<file path="src/rtl/axi_single_beat_initiator_pkg.sv">
// Shared types and AXI constants for the single-beat AXI4 initiator.
package axi_single_beat_initiator_pkg;

    // Transaction sequencer states; one access in flight at a time.
    typedef enum logic [2:0] {
        ST_IDLE   = 3'd0,
        ST_WRITE  = 3'd1,
        ST_WAIT_B = 3'd2,
        ST_READ   = 3'd3,
        ST_WAIT_R = 3'd4,
        ST_RESP   = 3'd5
    } state_e;

    localparam logic [1:0] RESP_OKAY   = 2'b00;
    localparam logic [1:0] RESP_EXOKAY = 2'b01;
    localparam logic [1:0] RESP_SLVERR = 2'b10;
    localparam logic [1:0] RESP_DECERR = 2'b11;

    localparam logic [1:0] BURST_INCR  = 2'b01;

    // AxSIZE encoding for a full-width beat (32-bit -> 2, 64-bit -> 3).
    function automatic logic [2:0] beat_size(input int data_width);
        return (data_width == 64) ? 3'd3 : 3'd2;
    endfunction

endpackage

</file>
<file path="src/rtl/axi_single_beat_initiator_verilog.sv">
// Plain-Verilog-port wrapper so the initiator can be dropped into a block design.
module axi_single_beat_initiator_verilog #(
    parameter AXI_ADDR_WIDTH = 64,
    parameter AXI_DATA_WIDTH = 64,
    parameter AXI_ID_WIDTH   = 6,
    parameter AXI_USER_WIDTH = 1,
    parameter AXI_ID         = 0
) (
    input  wire                        aclk, aresetn,
    input  wire                        req_valid, req_we, rsp_ready,
    output wire                        req_ready, rsp_valid, rsp_err,
    input  wire [AXI_ADDR_WIDTH-1:0]   req_addr,
    input  wire [AXI_DATA_WIDTH-1:0]   req_wdata,
    input  wire [AXI_DATA_WIDTH/8-1:0] req_strb,
    output wire [AXI_DATA_WIDTH-1:0]   rsp_rdata,
    output wire [AXI_ID_WIDTH-1:0]     m_axi_awid, m_axi_arid,
    output wire [AXI_ADDR_WIDTH-1:0]   m_axi_awaddr, m_axi_araddr,
    output wire [7:0]                  m_axi_awlen, m_axi_arlen,
    output wire [2:0]                  m_axi_awsize, m_axi_arsize, m_axi_awprot, m_axi_arprot,
    output wire [1:0]                  m_axi_awburst, m_axi_arburst,
    output wire                        m_axi_awlock, m_axi_arlock,
    output wire [3:0]                  m_axi_awcache, m_axi_arcache, m_axi_awqos, m_axi_arqos,
    output wire [3:0]                  m_axi_awregion, m_axi_arregion,
    output wire [AXI_USER_WIDTH-1:0]   m_axi_awuser, m_axi_aruser, m_axi_wuser,
    output wire                        m_axi_awvalid, m_axi_arvalid, m_axi_wvalid, m_axi_wlast,
    input  wire                        m_axi_awready, m_axi_arready, m_axi_wready,
    output wire [AXI_DATA_WIDTH-1:0]   m_axi_wdata,
    output wire [AXI_DATA_WIDTH/8-1:0] m_axi_wstrb,
    input  wire [AXI_ID_WIDTH-1:0]     m_axi_bid, m_axi_rid,
    input  wire [1:0]                  m_axi_bresp, m_axi_rresp,
    input  wire [AXI_USER_WIDTH-1:0]   m_axi_buser, m_axi_ruser,
    input  wire                        m_axi_bvalid, m_axi_rvalid, m_axi_rlast,
    output wire                        m_axi_bready, m_axi_rready,
    input  wire [AXI_DATA_WIDTH-1:0]   m_axi_rdata
);

    axi_single_beat_initiator #(
        .AXI_ADDR_WIDTH(AXI_ADDR_WIDTH), .AXI_DATA_WIDTH(AXI_DATA_WIDTH),
        .AXI_ID_WIDTH(AXI_ID_WIDTH), .AXI_USER_WIDTH(AXI_USER_WIDTH), .AXI_ID(AXI_ID)
    ) u_core (
        .aclk(aclk), .aresetn(aresetn),
        .req_valid(req_valid), .req_ready(req_ready), .req_we(req_we), .req_addr(req_addr),
        .req_wdata(req_wdata), .req_strb(req_strb),
        .rsp_valid(rsp_valid), .rsp_ready(rsp_ready), .rsp_rdata(rsp_rdata), .rsp_err(rsp_err),
        .m_axi_awid(m_axi_awid), .m_axi_awaddr(m_axi_awaddr), .m_axi_awlen(m_axi_awlen),
        .m_axi_awsize(m_axi_awsize), .m_axi_awburst(m_axi_awburst), .m_axi_awlock(m_axi_awlock),
        .m_axi_awcache(m_axi_awcache), .m_axi_awprot(m_axi_awprot), .m_axi_awqos(m_axi_awqos),
        .m_axi_awregion(m_axi_awregion), .m_axi_awuser(m_axi_awuser),
        .m_axi_awvalid(m_axi_awvalid), .m_axi_awready(m_axi_awready),
        .m_axi_wdata(m_axi_wdata), .m_axi_wstrb(m_axi_wstrb), .m_axi_wlast(m_axi_wlast),
        .m_axi_wuser(m_axi_wuser), .m_axi_wvalid(m_axi_wvalid), .m_axi_wready(m_axi_wready),
        .m_axi_bid(m_axi_bid), .m_axi_bresp(m_axi_bresp), .m_axi_buser(m_axi_buser),
        .m_axi_bvalid(m_axi_bvalid), .m_axi_bready(m_axi_bready),
        .m_axi_arid(m_axi_arid), .m_axi_araddr(m_axi_araddr), .m_axi_arlen(m_axi_arlen),
        .m_axi_arsize(m_axi_arsize), .m_axi_arburst(m_axi_arburst), .m_axi_arlock(m_axi_arlock),
        .m_axi_arcache(m_axi_arcache), .m_axi_arprot(m_axi_arprot), .m_axi_arqos(m_axi_arqos),
        .m_axi_arregion(m_axi_arregion), .m_axi_aruser(m_axi_aruser),
        .m_axi_arvalid(m_axi_arvalid), .m_axi_arready(m_axi_arready),
        .m_axi_rid(m_axi_rid), .m_axi_rdata(m_axi_rdata), .m_axi_rresp(m_axi_rresp),
        .m_axi_rlast(m_axi_rlast), .m_axi_ruser(m_axi_ruser),
        .m_axi_rvalid(m_axi_rvalid), .m_axi_rready(m_axi_rready)
    );

endmodule

</file>
<file path="src/rtl/axi_single_beat_initiator.sv">
// Converts valid/ready register-access requests into single-beat AXI4
// reads or writes, one outstanding transaction, all outputs registered.
module axi_single_beat_initiator
    import axi_single_beat_initiator_pkg::*;
#(
    parameter int AXI_ADDR_WIDTH = 64,
    parameter int AXI_DATA_WIDTH = 64,
    parameter int AXI_ID_WIDTH   = 6,
    parameter int AXI_USER_WIDTH = 1,
    parameter int AXI_ID         = 0
) (
    input  logic                        aclk,
    input  logic                        aresetn,
    input  logic                        req_valid,
    output logic                        req_ready,
    input  logic                        req_we,
    input  logic [AXI_ADDR_WIDTH-1:0]   req_addr,
    input  logic [AXI_DATA_WIDTH-1:0]   req_wdata,
    input  logic [AXI_DATA_WIDTH/8-1:0] req_strb,
    output logic                        rsp_valid,
    input  logic                        rsp_ready,
    output logic [AXI_DATA_WIDTH-1:0]   rsp_rdata,
    output logic                        rsp_err,
    output logic [AXI_ID_WIDTH-1:0]     m_axi_awid,
    output logic [AXI_ADDR_WIDTH-1:0]   m_axi_awaddr,
    output logic [7:0]                  m_axi_awlen,
    output logic [2:0]                  m_axi_awsize,
    output logic [1:0]                  m_axi_awburst,
    output logic                        m_axi_awlock,
    output logic [3:0]                  m_axi_awcache,
    output logic [2:0]                  m_axi_awprot,
    output logic [3:0]                  m_axi_awqos,
    output logic [3:0]                  m_axi_awregion,
    output logic [AXI_USER_WIDTH-1:0]   m_axi_awuser,
    output logic                        m_axi_awvalid,
    input  logic                        m_axi_awready,
    output logic [AXI_DATA_WIDTH-1:0]   m_axi_wdata,
    output logic [AXI_DATA_WIDTH/8-1:0] m_axi_wstrb,
    output logic                        m_axi_wlast,
    output logic [AXI_USER_WIDTH-1:0]   m_axi_wuser,
    output logic                        m_axi_wvalid,
    input  logic                        m_axi_wready,
    input  logic [AXI_ID_WIDTH-1:0]     m_axi_bid,
    input  logic [1:0]                  m_axi_bresp,
    input  logic [AXI_USER_WIDTH-1:0]   m_axi_buser,
    input  logic                        m_axi_bvalid,
    output logic                        m_axi_bready,
    output logic [AXI_ID_WIDTH-1:0]     m_axi_arid,
    output logic [AXI_ADDR_WIDTH-1:0]   m_axi_araddr,
    output logic [7:0]                  m_axi_arlen,
    output logic [2:0]                  m_axi_arsize,
    output logic [1:0]                  m_axi_arburst,
    output logic                        m_axi_arlock,
    output logic [3:0]                  m_axi_arcache,
    output logic [2:0]                  m_axi_arprot,
    output logic [3:0]                  m_axi_arqos,
    output logic [3:0]                  m_axi_arregion,
    output logic [AXI_USER_WIDTH-1:0]   m_axi_aruser,
    output logic                        m_axi_arvalid,
    input  logic                        m_axi_arready,
    input  logic [AXI_ID_WIDTH-1:0]     m_axi_rid,
    input  logic [AXI_DATA_WIDTH-1:0]   m_axi_rdata,
    input  logic [1:0]                  m_axi_rresp,
    input  logic                        m_axi_rlast,
    input  logic [AXI_USER_WIDTH-1:0]   m_axi_ruser,
    input  logic                        m_axi_rvalid,
    output logic                        m_axi_rready
);

    localparam logic [2:0] BEAT_SIZE = beat_size(AXI_DATA_WIDTH);

    state_e                        state_q;
    logic                          req_ready_q;
    logic [AXI_ADDR_WIDTH-1:0]     addr_q;
    logic [AXI_DATA_WIDTH-1:0]     wdata_q;
    logic [AXI_DATA_WIDTH/8-1:0]   strb_q;
    logic                          awvalid_q, wvalid_q, arvalid_q;
    logic                          bready_q, rready_q;
    logic                          rsp_valid_q, rsp_err_q;
    logic [AXI_DATA_WIDTH-1:0]     rsp_rdata_q;

    // With a single transaction outstanding, IDs, user bits and rlast carry no information.
    logic unused_ok;
    assign unused_ok = ^{m_axi_bid, m_axi_buser, m_axi_rid, m_axi_rlast, m_axi_ruser};

    // Sequencer: request capture, AXI channel handshakes, response hold.
    always_ff @(posedge aclk or negedge aresetn) begin
        if (!aresetn) begin
            state_q     <= ST_IDLE;
            req_ready_q <= 1'b0;
            addr_q      <= '0;
            wdata_q     <= '0;
            strb_q      <= '0;
            awvalid_q   <= 1'b0;
            wvalid_q    <= 1'b0;
            arvalid_q   <= 1'b0;
            bready_q    <= 1'b0;
            rready_q    <= 1'b0;
            rsp_valid_q <= 1'b0;
            rsp_err_q   <= 1'b0;
            rsp_rdata_q <= '0;
        end else begin
            case (state_q)
                ST_IDLE: begin
                    req_ready_q <= 1'b1;
                    if (req_valid && req_ready_q) begin
                        req_ready_q <= 1'b0;
                        addr_q      <= req_addr;
                        wdata_q     <= req_wdata;
                        strb_q      <= req_strb;
                        if (req_we) begin
                            awvalid_q <= 1'b1;
                            wvalid_q  <= 1'b1;
                            state_q   <= ST_WRITE;
                        end else begin
                            arvalid_q <= 1'b1;
                            state_q   <= ST_READ;
                        end
                    end
                end
                ST_WRITE: begin
                    // AW and W retire independently; leave once both have completed.
                    if (m_axi_awready) awvalid_q <= 1'b0;
                    if (m_axi_wready)  wvalid_q  <= 1'b0;
                    if ((!awvalid_q || m_axi_awready) && (!wvalid_q || m_axi_wready)) begin
                        bready_q <= 1'b1;
                        state_q  <= ST_WAIT_B;
                    end
                end
                ST_WAIT_B: begin
                    if (m_axi_bvalid) begin
                        bready_q    <= 1'b0;
                        rsp_err_q   <= (m_axi_bresp != RESP_OKAY);
                        rsp_rdata_q <= '0;
                        rsp_valid_q <= 1'b1;
                        state_q     <= ST_RESP;
                    end
                end
                ST_READ: begin
                    if (m_axi_arready) begin
                        arvalid_q <= 1'b0;
                        rready_q  <= 1'b1;
                        state_q   <= ST_WAIT_R;
                    end
                end
                ST_WAIT_R: begin
                    if (m_axi_rvalid) begin
                        rready_q    <= 1'b0;
                        rsp_err_q   <= (m_axi_rresp != RESP_OKAY);
                        rsp_rdata_q <= m_axi_rdata;
                        rsp_valid_q <= 1'b1;
                        state_q     <= ST_RESP;
                    end
                end
                ST_RESP: begin
                    if (rsp_ready) begin
                        rsp_valid_q <= 1'b0;
                        req_ready_q <= 1'b1;
                        state_q     <= ST_IDLE;
                    end
                end
                default: state_q <= ST_IDLE;
            endcase
        end
    end

    assign req_ready      = req_ready_q;
    assign rsp_valid      = rsp_valid_q;
    assign rsp_rdata      = rsp_rdata_q;
    assign rsp_err        = rsp_err_q;

    assign m_axi_awid     = AXI_ID_WIDTH'(AXI_ID);
    assign m_axi_awaddr   = addr_q;
    assign m_axi_awlen    = 8'd0;
    assign m_axi_awsize   = BEAT_SIZE;
    assign m_axi_awburst  = BURST_INCR;
    assign m_axi_awlock   = 1'b0;
    assign m_axi_awcache  = 4'd0;
    assign m_axi_awprot   = 3'd0;
    assign m_axi_awqos    = 4'd0;
    assign m_axi_awregion = 4'd0;
    assign m_axi_awuser   = '0;
    assign m_axi_awvalid  = awvalid_q;

    assign m_axi_wdata    = wdata_q;
    assign m_axi_wstrb    = strb_q;
    assign m_axi_wlast    = 1'b1;
    assign m_axi_wuser    = '0;
    assign m_axi_wvalid   = wvalid_q;
    assign m_axi_bready   = bready_q;

    assign m_axi_arid     = AXI_ID_WIDTH'(AXI_ID);
    assign m_axi_araddr   = addr_q;
    assign m_axi_arlen    = 8'd0;
    assign m_axi_arsize   = BEAT_SIZE;
    assign m_axi_arburst  = BURST_INCR;
    assign m_axi_arlock   = 1'b0;
    assign m_axi_arcache  = 4'd0;
    assign m_axi_arprot   = 3'd0;
    assign m_axi_arqos    = 4'd0;
    assign m_axi_arregion = 4'd0;
    assign m_axi_aruser   = '0;
    assign m_axi_arvalid  = arvalid_q;
    assign m_axi_rready   = rready_q;

endmodule

</file>
<file path="config.mk">
export PLATFORM = sky130hd
export DESIGN_NAME = axi_single_beat_initiator_verilog
export DESIGN_NICKNAME = d
export VERILOG_FILES = /design/src/rtl/axi_single_beat_initiator_pkg.sv /design/src/rtl/axi_single_beat_initiator_verilog.sv /design/src/rtl/axi_single_beat_initiator.sv
export SDC_FILE = /design/constraint.sdc
export NUM_CORES = 1
export LEC_CHECK = 0
export ABC_AREA = 0
export ABC_CLOCK_PERIOD_IN_PS = 3750
export BUFFER_PORTS_ARGS = -buffer_cell sky130_fd_sc_hd__buf_2
export CAP_MARGIN = 20
export CORE_AREA = 3 3 224 226
export CTS_CLUSTER_DIAMETER = 60
export DETAILED_ROUTE_END_ITERATION = 10
export DIE_AREA = 0 0 227 229
export PLACE_DENSITY_LB_ADDON = 0.12
export SETUP_SLACK_MARGIN = 0.02
export SLEW_MARGIN = 30
export SYNTH_ARGS = -nofsm -noshare
export SYNTH_HDL_FRONTEND = slang
export SYNTH_SLANG_ARGS = --single-unit
</file>
<file path="constraint.sdc">
create_clock -name aclk -period 3.75 [get_ports aclk]
set_clock_uncertainty 0.2 [all_clocks]
set_input_delay 0.5625 -clock aclk [delete_from_list [all_inputs] [get_ports aclk]]
set_output_delay 0.5625 -clock aclk [all_outputs]
set_load 0.02 [all_outputs]
</file>
==> results of run 1 <==
cell type report:
type,instances,area [um^2],area share [%]
antenna,2,5.005,0.03554
tap,622,778.2,5.526
inverter,5,18.77,0.1333
clock buffer,44,954.7,6.779
multi-input combinational,722,2923,20.76
timing repair buffer,637,3984,28.29
sequential,211,5280,37.49
clock inverter,10,138.9,0.9862
logic make-up after synthesis:
kind of cell,share of synthesized area [%]
AND/OR/NAND/NOR,22.98
flip-flops,56.61
buffers and inverters,15.16
AO/OA/AOI/OAI,5.044
other,0.08052
multiplexers,0.1207
layout by cell type (no fill, tap or decap), types with 2 or more instances in the layout:
cell type,count
nand3b_1,2
nor2_1,5
clkinv_2,2
dfrtp_1,211
nor2b_1,2
diode_2,2
inv_1,5
o21ai_1,24
bufinv_16,3
a211oi_1,2
conb_1,74
clkinvlp_4,4
buf_2,484
nand2_1,544
clkbuf_8,13
a21oi_1,6
a32oi_1,3
clkbuf_16,31
o21ai_0,47
buf_4,6
dlygate4sd3_1,142
buf_12,4
Yosys cell counts (all sizes together):
cell type | instances | share of area [%]
nand2 | 544 | 22
dfrtp | 211 | 57
buf | 183 | 15
o21ai | 71 | 3.8
clkbuf | 10 | 0.40
a21oi | 6 | 0.32
inv | 5 | 0.20
nor2 | 5 | 0.20
a32oi | 3 | 0.28
a211oi | 2 | 0.16
conb | 2 | 0.081
nand3b | 2 | 0.16
nor2b | 2 | 0.13
a21o | 1 | 0.081
a221o | 1 | 0.11
a32o | 1 | 0.11
and3b | 1 | 0.094
mux2 | 1 | 0.12
nand2b | 1 | 0.067
nand3 | 1 | 0.054
nor3 | 1 | 0.054
nor3b | 1 | 0.13
nor4 | 1 | 0.067
o22a | 1 | 0.094
o31ai | 1 | 0.081
or4 | 1 | 0.12
worst register-to-register path, cell delays in order (launching register included):
cell	delay, ns
dfrtp_1	0.63
nand3b_1	0.25
a21o_4	0.63
buf_4	0.44
o21ai_0	0.14
what timing repair did:
| item | in CTS | in global routing |
|---|---|---|
| hold buffers | 142 | 0 |
| resized for setup | 0 | 0 |
| hold endpoints to repair | 214 | 0 |
path summary, 6_finish.rpt:
path                                              startpoint                                 to  cells after the start  slack, ns
min                                          m_axi_rdata[51]   u_core.rsp_rdata[51]$_DFFE_PN0P_                      3       0.04
min reg2reg                u_core.m_axi_wdata[1]$_DFFE_PN0P_  u_core.m_axi_wdata[1]$_DFFE_PN0P_                      2       0.27
max reg2reg                    u_core.state_q[2]$_DFFE_PN0P_   u_core.rsp_rdata[35]$_DFFE_PN0P_                      4       1.34
max in group asynchronous                            aresetn   u_core.rsp_rdata[39]$_DFFE_PN0P_                      3       2.10
min in group asynchronous                            aresetn  u_core.m_axi_wstrb[6]$_DFFE_PN0P_                      2       0.42
max                            u_core.state_q[2]$_DFFE_PN0P_   u_core.rsp_rdata[35]$_DFFE_PN0P_                      4       1.34
layer usage:
| layer | up-vias | track usage (%) | part of all wire, % |
|---|---|---|---|
| met4 | 12 | 3.059 | 1.8 |
| met1 | 3844 | 14.22 | 39 |
| met3 | 55 | 4.819 | 10 |
| li1 | 4162 | - | - |
| met5 | - | 0 | 0.27 |
| met2 | 328 | 20.70 | 48 |
per-stage QoR:
step	instances	instance area [um^2]	setup slack (ns)	hold WS, ns	power [mW]
global placement	2055	11560	1.299	0.2548	9.206
detailed placement	2055	11560	1.281	0.2563	9.220
finish	2253	14080	1.336	0.04092	12.21
floorplan	1131	9597	1.963	0.06691	7.597
global route	2251	14080	1.097	0.02015	13.13
CTS	2251	14080	1.279	0.0001412	12.48
registers in the layout, indices dropped and copies added, names as in the netlist:
name and flops:
u_core.rsp_valid 1, u_core.m_axi_awvalid 1, u_core.state_q 3, u_core.m_axi_wvalid 1
u_core.m_axi_arvalid 1, u_core.m_axi_araddr 64, u_core.rsp_err 1, u_core.m_axi_rready 1
u_core.req_ready 1, u_core.rsp_rdata 64, u_core.m_axi_wdata 64, u_core.m_axi_wstrb 8
u_core.m_axi_bready 1
report_power, final:
group          internal, mW  leakage [nW]  total [mW]  switching (mW)
Sequential             3.28          2.72        3.98           0.691
Combinational          1.63          4.48        5.19            3.56
Clock                  1.95         0.531        3.04            1.08
Total                  6.87          7.73        12.2            5.34
==> results.cfg, run 1 <==
[sta]
final_max_slew_viol_count = 0
tightestPinTransition_ns = 0.7595
setup_viol = 0
hold_violations = 0
fmax_mhz = 414.3
finalCritPeriodShare_pct = 64.36
tns_ns = 0
min_period_ns = 2.414
rsz0062_at_grt = no
slew_headroom_pct = 49.37

[setup_path]
arrival_ns = 2.63
start_kind = register
crit_family = compound AO/OA/AOI/OAI gates
worst-path-buf-inv = 1
cp_slowest_stage_delay_ns = 0.63
worstPathMaxFanout = 85
slowest_stage = dfrtp_1
worstSetupEndpointType = register
critPathKind = reg -> reg
crit_chain = nand3b_1 > a21o_4 > buf_4 > o21ai_0
cp.required_ns = 3.97

[yosys]
netlist_area_um2 = 9326
syn_inst = 1059
synth_cell_types = 29
ys_seq_area_share_pct = 56.61
ys_seq_elements = 211
syn_avg_cell_area_um2 = 8.807
yosys_warnings = 0

[layout]
final_nets = 1836
final_util_pct = 29.01
drive_gt1_share_pct = 34.01
fill_cells = 5266
area_growth_pct = 50.99

[global_route]
gr-usage-all-layers_pct = 12.14
grt_pass1_wl_um = 50090
antenna_found_initial = 8
grt_pass1_vias = 8414
grt-ovfl-total = 0
grt_max_degree = 95

[power]
powerDensity_nw_per_um2 = 866.9
p_leak_nw = 7.726
ir_drop_v = 0.0003307

[drt]
drt_first_iter_violations = 395
detail_route.wl_per_cell_um = 14.80
num_vias = 8401
via_per_inst = 3.729
drc = 0
drtAntennaViolNets = 0
dr.pass1.iters = 4
wirelength_um = 33360

[clocking]
cts_num_sinks = 211
path_clk_slew_ns = 0.06
insertion_delay_ns = 0.55
cts_setup_buffers = 0
cts_buffer_depth = 3
ctsHtreeMaxLevel = 1
tritoncts = yes
cts_buffers = 30
cts_root_buf = clkbuf_16

[place]
gp_congestion = 0.7235
portBuffers = 485
dp_hpwl_um = 23760

[worst_hold_path]
worst_hold_path_type = in -> reg

[floorplanning]
dieArea_um2 = 51980
dieWidth_um = 227
dieHeight_um = 229
rows = 81
coreArea_um2 = 48550
io_pins = 575
initial_core_util_pct = 19.21

[run_status]
status = finished, final reports clean

[flow_run]
maxCapViolations = 0
No activity file was read; power rests on OpenSTA's default activity.
==> run 2, diff against run 1 <==
Settings changed: ABC_CLOCK_PERIOD_IN_PS 3750 to 2500, CORE_AREA 3 3 224 226 to 3 3 221 223, DIE_AREA 0 0 227 229 to 0 0 224 226.
Clock period 3.75 ns to 2.5 ns, I/O delays scaled along.
==> run 2 against run 1 <==
Against the previous run:
- combinational power is 58% higher
- register-to-register slack worse by 1.2 ns
- clock power is 32% higher
- core utilization is 2.7 points higher
- first-iteration DRC count is 18% lower
- hold slack better by 0.054 ns
- fmax is 3.5% higher
- flip-flop and latch count stayed put
- non-clock buffer count is 86 higher
- sequential share of layout area is 1.8 points lower
- clock-buffer cell count is 5 lower
- die area is 2.6% lower
==> results.cfg, run 2 (synthesis results as in run 1) <==
[floorplanning]
rows = 79
io_pins = 575
coreArea_um2 = 46750
dieWidth_um = 224
dieHeight_um = 226
dieArea_um2 = 50620
initial_core_util_pct = 19.95

[sta]
min_period_ns = 2.333
hold_violations = 0
finalCritPeriodShare_pct = 93.32
tns_ns = 0
setup_viol = 0
tightestPinTransition_ns = 0.7620
fmax_mhz = 428.6
rsz0062_at_grt = no
slew_headroom_pct = 49.20
final_max_slew_viol_count = 0

[layout]
final_nets = 1920
multi_input_comb_area_um2 = 2932
final_cell_mix = 544 x nand2_1, 484 x buf_2, 212 x dlygate4sd3_1
antennaDiodeCount = 0
fill_cells = 5052
final_common_cell = nand2_1
final_cells = 2315
drive_gt1_share_pct = 32.79
area_growth_pct = 58.76
ff_latch_area_um2 = 5281

[power]
fin_total_pwr_mw = 18.18
p_switching_mw = 8.065
powerDensity_nw_per_um2 = 1228
seq_power_share_pct = 32.7
ir_drop_v = 0.0005353
internal_power_mw = 10.12
sw_frac_of_total_pct = 44.36
pwr-share-comb_pct = 45.2
p_leak_nw = 8.056
power_frac_clock_pct = 22.1

[setup_path]
worstPathMaxFanout = 17
cp.required_ns = 2.71
start_kind = register
worstSetupEndpointType = register
arrival_ns = 2.54
r2r-start = u_core.state_q[1]$_DFFE_PN0P_
critPathKind = reg -> reg
startpoint = u_core.state_q[1]$_DFFE_PN0P_

[run_status]
status = finished, final reports clean

[worst_hold_path]
worst_hold_path_type = in -> reg
hold_start = m_axi_bvalid

[global_route]
gr-usage-all-layers_pct = 12.71
antenna_found_initial = 0
grt_max_degree = 79
grt-ovfl-total = 0
grt_pass1_vias = 8933
grt_pass1_wl_um = 51560

[clocking]
cts_buffers = 28
path_clk_slew_ns = 0.05
cts_buffer_depth = 3
cts_root_buf = clkbuf_16
insertion_delay_ns = 0.54
tritoncts = yes
ctsHtreeMaxLevel = 1
cts_num_sinks = 211

[drt]
drc = 0
num_vias = 8781
wirelength_um = 34610
dr.pass1.iters = 4
drt_first_iter_violations = 323
via_per_inst = 3.793
detail_route.wl_per_cell_um = 14.95
drtAntennaViolNets = 0

[place]
portBuffers = 485
dp_cells = 2053
dp_hpwl_um = 24530
gp_congestion = 0.7262

[flow_run]
maxCapViolations = 0
run 2: cell types whose count changed in the layout (fill, tap and decap cells not counted), sizes merged:
cell         change
diode            -2
buf             +15
dlygate4sd3     +70
clkinv           +1
clkbuf           -4
clkinvlp         -3
inv              +1
bufinv           -1
run 2: path summary, 6_finish.rpt:
kind	slack, ns	end	depth (start not counted)
worst max-delay path	0.17	u_core.rsp_err$_DFFE_PN0P_	7
worst min-delay path	0.09	u_core.state_q[0]$_DFFE_PN0P_	4
worst max register to register	0.17	u_core.rsp_err$_DFFE_PN0P_	7
worst min register to register	0.27	u_core.m_axi_wdata[9]$_DFFE_PN0P_	2
max in group asynchronous	1.16	u_core.state_q[2]$_DFFE_PN0P_	3
min in group asynchronous	0.20	u_core.m_axi_wdata[17]$_DFFE_PN0P_	2
run 2: power groups by stage:
| stage | clock network (mW) | logic [mW] | registers, mW |
|---|---|---|---|
| after global placement | 0 | 7.98 | 5.97 |
| final | 4.02 | 8.21 | 5.95 |
| after floorplan | 0 | 3.75 | 7.64 |
| after CTS | 4.20 | 8.29 | 5.97 |
| after global routing | 4.34 | 9.00 | 6.16 |
| after detailed placement | 0 | 7.99 | 6.00 |
run 2: what timing repair did:
| action | 4_1_cts | 5_1_grt |
|---|---|---|
| endpoints found under the setup margin | 0 | 3 |
| endpoints found under the hold margin | 267 | 0 |
| hold buffers | 212 | 0 |
| resized for setup | 0 | 3 |
| buffers inserted | 0 | 1 |
run 2: worst max-delay path: stages, from the launching register on:
cell and delay [ns]:
dfrtp_1 0.52, buf_4 0.23, nor3b_4 0.23, clkbuf_16 0.23, nand2_1 0.06, o31ai_1 0.07, dlygate4sd3_1 0.58, o21ai_0 0.07
run 2: routing by layer:
metal,routed length (um),global-route usage [%],vias up
met5,0,0,-
met4,769,3.033,0
met3,3287,5.122,41
met2,15920,20.82,359
met1,14640,15.72,4063
li1,-,-,4318
run 2: final cells by class:
type                       instances  share of cell area (%)
timing repair buffer             723                   33.04
tap                              607                   5.129
clock buffer                      39                   5.560
multi-input combinational        722                   19.80
clock inverter                     8                  0.6760
inverter                           5                  0.1268
sequential                       211                   35.67
run 2: metrics by stage:
step | utilization (%) | hold WS (ns) | area (um^2) | worst slack (ns)
floorplan | - | -0.1206 | 9597 | 0.7621
global placement | 25.06 | 0.2163 | 11720 | 0.3524
detailed placement | 25.06 | 0.2092 | 11720 | 0.3555
CTS | 31.57 | 0.05039 | 14760 | 0.05586
global route | 31.67 | 0.09433 | 14810 | 0.02960
finish | 31.67 | 0.09468 | 14810 | 0.1670
==> run 3, diff against run 2 <==
Settings changed: CORE_AREA 3 3 221 223 to 3 3 223 225, DIE_AREA 0 0 224 226 to 0 0 226 228, SYNTH_HIERARCHICAL set to 1.
==> run 3 against run 2 <==
Against the previous run:
- synthesized cell count decreased by 40%
- flip-flop and latch count unchanged
- wire length shrank 14%
- core utilization shrank 1.4 points
- critical endpoint is now u_core/rsp_rdata[12]$_DFFE_PN0P_
- largest cell class unchanged
==> results.cfg, run 3 <==
[drt]
num_vias = 7135
via_per_inst = 3.716
dr.pass1.iters = 4
drc = 0
detail_route.wl_per_cell_um = 15.57
drt_first_iter_violations = 188
wirelength_um = 29900
drtAntennaViolNets = 0

[sta]
slew_headroom_pct = 64.16
setup_viol = 0
min_period_ns = 2.206
tightestPinTransition_ns = 0.5376
rsz0062_at_grt = no
fmax_mhz = 453.4
final_max_slew_viol_count = 0
tns_ns = 0
hold_ws_ns = 0.05827
hold_violations = 0
finalCritPeriodShare_pct = 88.23

[setup_path]
arrival_ns = 2.44
slowest_stage = dfrtp_1
worstPathMaxFanout = 58
cp_slowest_stage_delay_ns = 0.60
crit_family = flip-flops
critPathKind = reg -> reg
rrSetupSlack_ns = 0.29
cp.required_ns = 2.73
worst-path-buf-inv = 1
r2r-start = u_core/state_q[2]$_DFFE_PN0P_
crit_chain = nand2_1 > mux2i_1 > nand2_2 > buf_12 > a22o_1
cp.depth = 5
start_kind = register
reg2reg_depth = 5
worstSetupEndpointType = register
startpoint = u_core/state_q[2]$_DFFE_PN0P_
r2r_end = u_core/rsp_rdata[12]$_DFFE_PN0P_
crit_end = u_core/rsp_rdata[12]$_DFFE_PN0P_

[layout]
final_area_um2 = 14450
drive_gt1_share_pct = 52.76
final_nets = 1511
final_cell_mix = 484 x buf_2, 211 x dfrtp_1, 207 x dlygate4sd3_1
final_common_cell = buf_2
final_cells = 1920
final_util_pct = 30.27
area_growth_pct = 60.69

[clocking]
cts_num_sinks = 211
cts_setup_buffers = 0
tritoncts = yes
cts.repair.resized = 0
cts_root_buf = clkbuf_16
cts_buffers = 29
insertion_delay_ns = 0.56
path_clk_slew_ns = 0.05
ctsHtreeMaxLevel = 1
cts_buffer_depth = 3

[place]
portBuffers = 485
dp_cells = 1659
placed_cell_area_um2 = 11460
gp_congestion = 0.7051
dp_hpwl_um = 21630

[power]
powerDensity_nw_per_um2 = 1271
ir_drop_v = 0.0004968
p_leak_nw = 7.138

[worst_hold_path]
worst_hold_path_type = in -> reg

[run_status]
status = finished, final reports clean

[yosys]
synth_common_cells = 211 x dfrtp_1, 151 x buf_4, 137 x mux2_2, 64 x a22o_1, 10 x buf_2
synth.most_common_cell = dfrtp_1
yosys_warnings = 6
synth_top_area_share_pct = 58.70
synth_cell_types = 31
syn_avg_cell_area_um2 = 14.05
synth_area_leaders = dfrtp_1 59%, mux2_2 17%, buf_4 13%
synthFlopType = dfrtp_1
yosysTopAreaCell = dfrtp_1
syn_inst = 640
netlist_area_um2 = 8995
ys_seq_elements = 211
synth_edf_count = 0
ys_seq_area_share_pct = 58.70
synthArstFlopShare_pct = 100.0

[global_route]
grt-ovfl-total = 0
grt_pass1_wl_um = 44650
gr-usage-all-layers_pct = 10.95
grt_pass1_vias = 7600
antenna_found_initial = 3
grt_max_degree = 59

[floorplanning]
dieArea_um2 = 51530
dieHeight_um = 228
coreArea_um2 = 47750
dieWidth_um = 226
initial_core_util_pct = 18.84
rows = 80
io_pins = 575

[flow_run]
maxCapViolations = 0
[run 3: cell count changes after synthesis, moves of 3 or more]
cell,before,now
nand2_1,544,6
mux2_2,1,137
a22o_1,0,64
o21ai_0,47,6
o21ai_1,24,0
buf_2,29,10
buf_4,139,151
clkbuf_1,10,1
buf_6,15,7
a2bb2oi_1,0,3
a32oi_1,3,0
[run 3: layout make-up]
type	instances	area [um^2]
Inverter	4	15.01
Multi-Input combinational cell	327	2709
Timing Repair Buffer	709	4762
Sequential cell	211	5280
Fill cell	5004	33290
Tap cell	615	769.5
Clock buffer	46	869.6
Clock inverter	7	46.29
Antenna cell	1	2.502
[run 3: timing repair]
action                     in CTS  in global routing
hold endpoints to repair      421                  0
hold buffers                  207                  0
setup endpoints to repair       0                  0
[run 3: kinds of logic (layout without fill, tap and decap cells)]
group	after synthesis	after routing	synth area share (%)
mux	139	139	17.37
other cells	2	75	0.08349
buf+inv	174	766	14.29
compound gates	88	88	7.943
simple gates	26	26	1.614
flops	211	211	58.70
[run 3: routing by layer]
metal  GRT usage (%)  part of all wire [%]  vias to the layer above
met3           3.098                   7.6                       50
li1                -                     -                     3327
met2           19.36                    50                      283
met1           12.62                    40                     3471
met5               0                 0.047                        -
met4           3.674                   2.9                        4
[run 3: stage by stage]
| step | setup WS (ns) | power [mW] |
|---|---|---|
| 2_1_floorplan | 0.6657 | 11.95 |
| 3_3_place_gp | 0.3662 | 14.43 |
| 3_5_place_dp | 0.3269 | 14.43 |
| 4_1_cts | 0.3070 | 18.78 |
| 5_1_grt | 0.1583 | 19.54 |
| 6_report | 0.2942 | 18.38 |
[run 3: how the worst min path moves through the flow]
stage	slack, ns	to	from	cells after the start
6_report	0.06	u_core/rsp_err$_DFFE_PN0P_	m_axi_bresp[0]	4
5_1_grt	0.07	u_core/rsp_err$_DFFE_PN0P_	m_axi_bresp[0]	4
4_1_cts	0.02	u_core/rsp_err$_DFFE_PN0P_	m_axi_bresp[0]	4
3_5_place_dp	0.09	u_core/rsp_rdata[52]$_DFFE_PN0P_	aresetn	1
3_3_place_gp	0.09	u_core/rsp_rdata[52]$_DFFE_PN0P_	aresetn	1
2_1_floorplan	-0.12	u_core/m_axi_araddr[0]$_DFFE_PN0P_	aresetn	0
[run 3: power by group]
| part | switching, mW | internal, mW | total (mW) |
|---|---|---|---|
| Sequential | 0.972 | 5.01 | 5.98 |
| Clock | 1.54 | 2.36 | 3.90 |
| Combinational | 5.04 | 3.46 | 8.50 |
[run 3: worst register-to-register path, cell delays in order (launching register included)]
cell,delay (ns)
dfrtp_1,0.60
nand2_1,0.24
mux2i_1,0.22
nand2_2,0.22
buf_12,0.26
a22o_1,0.34
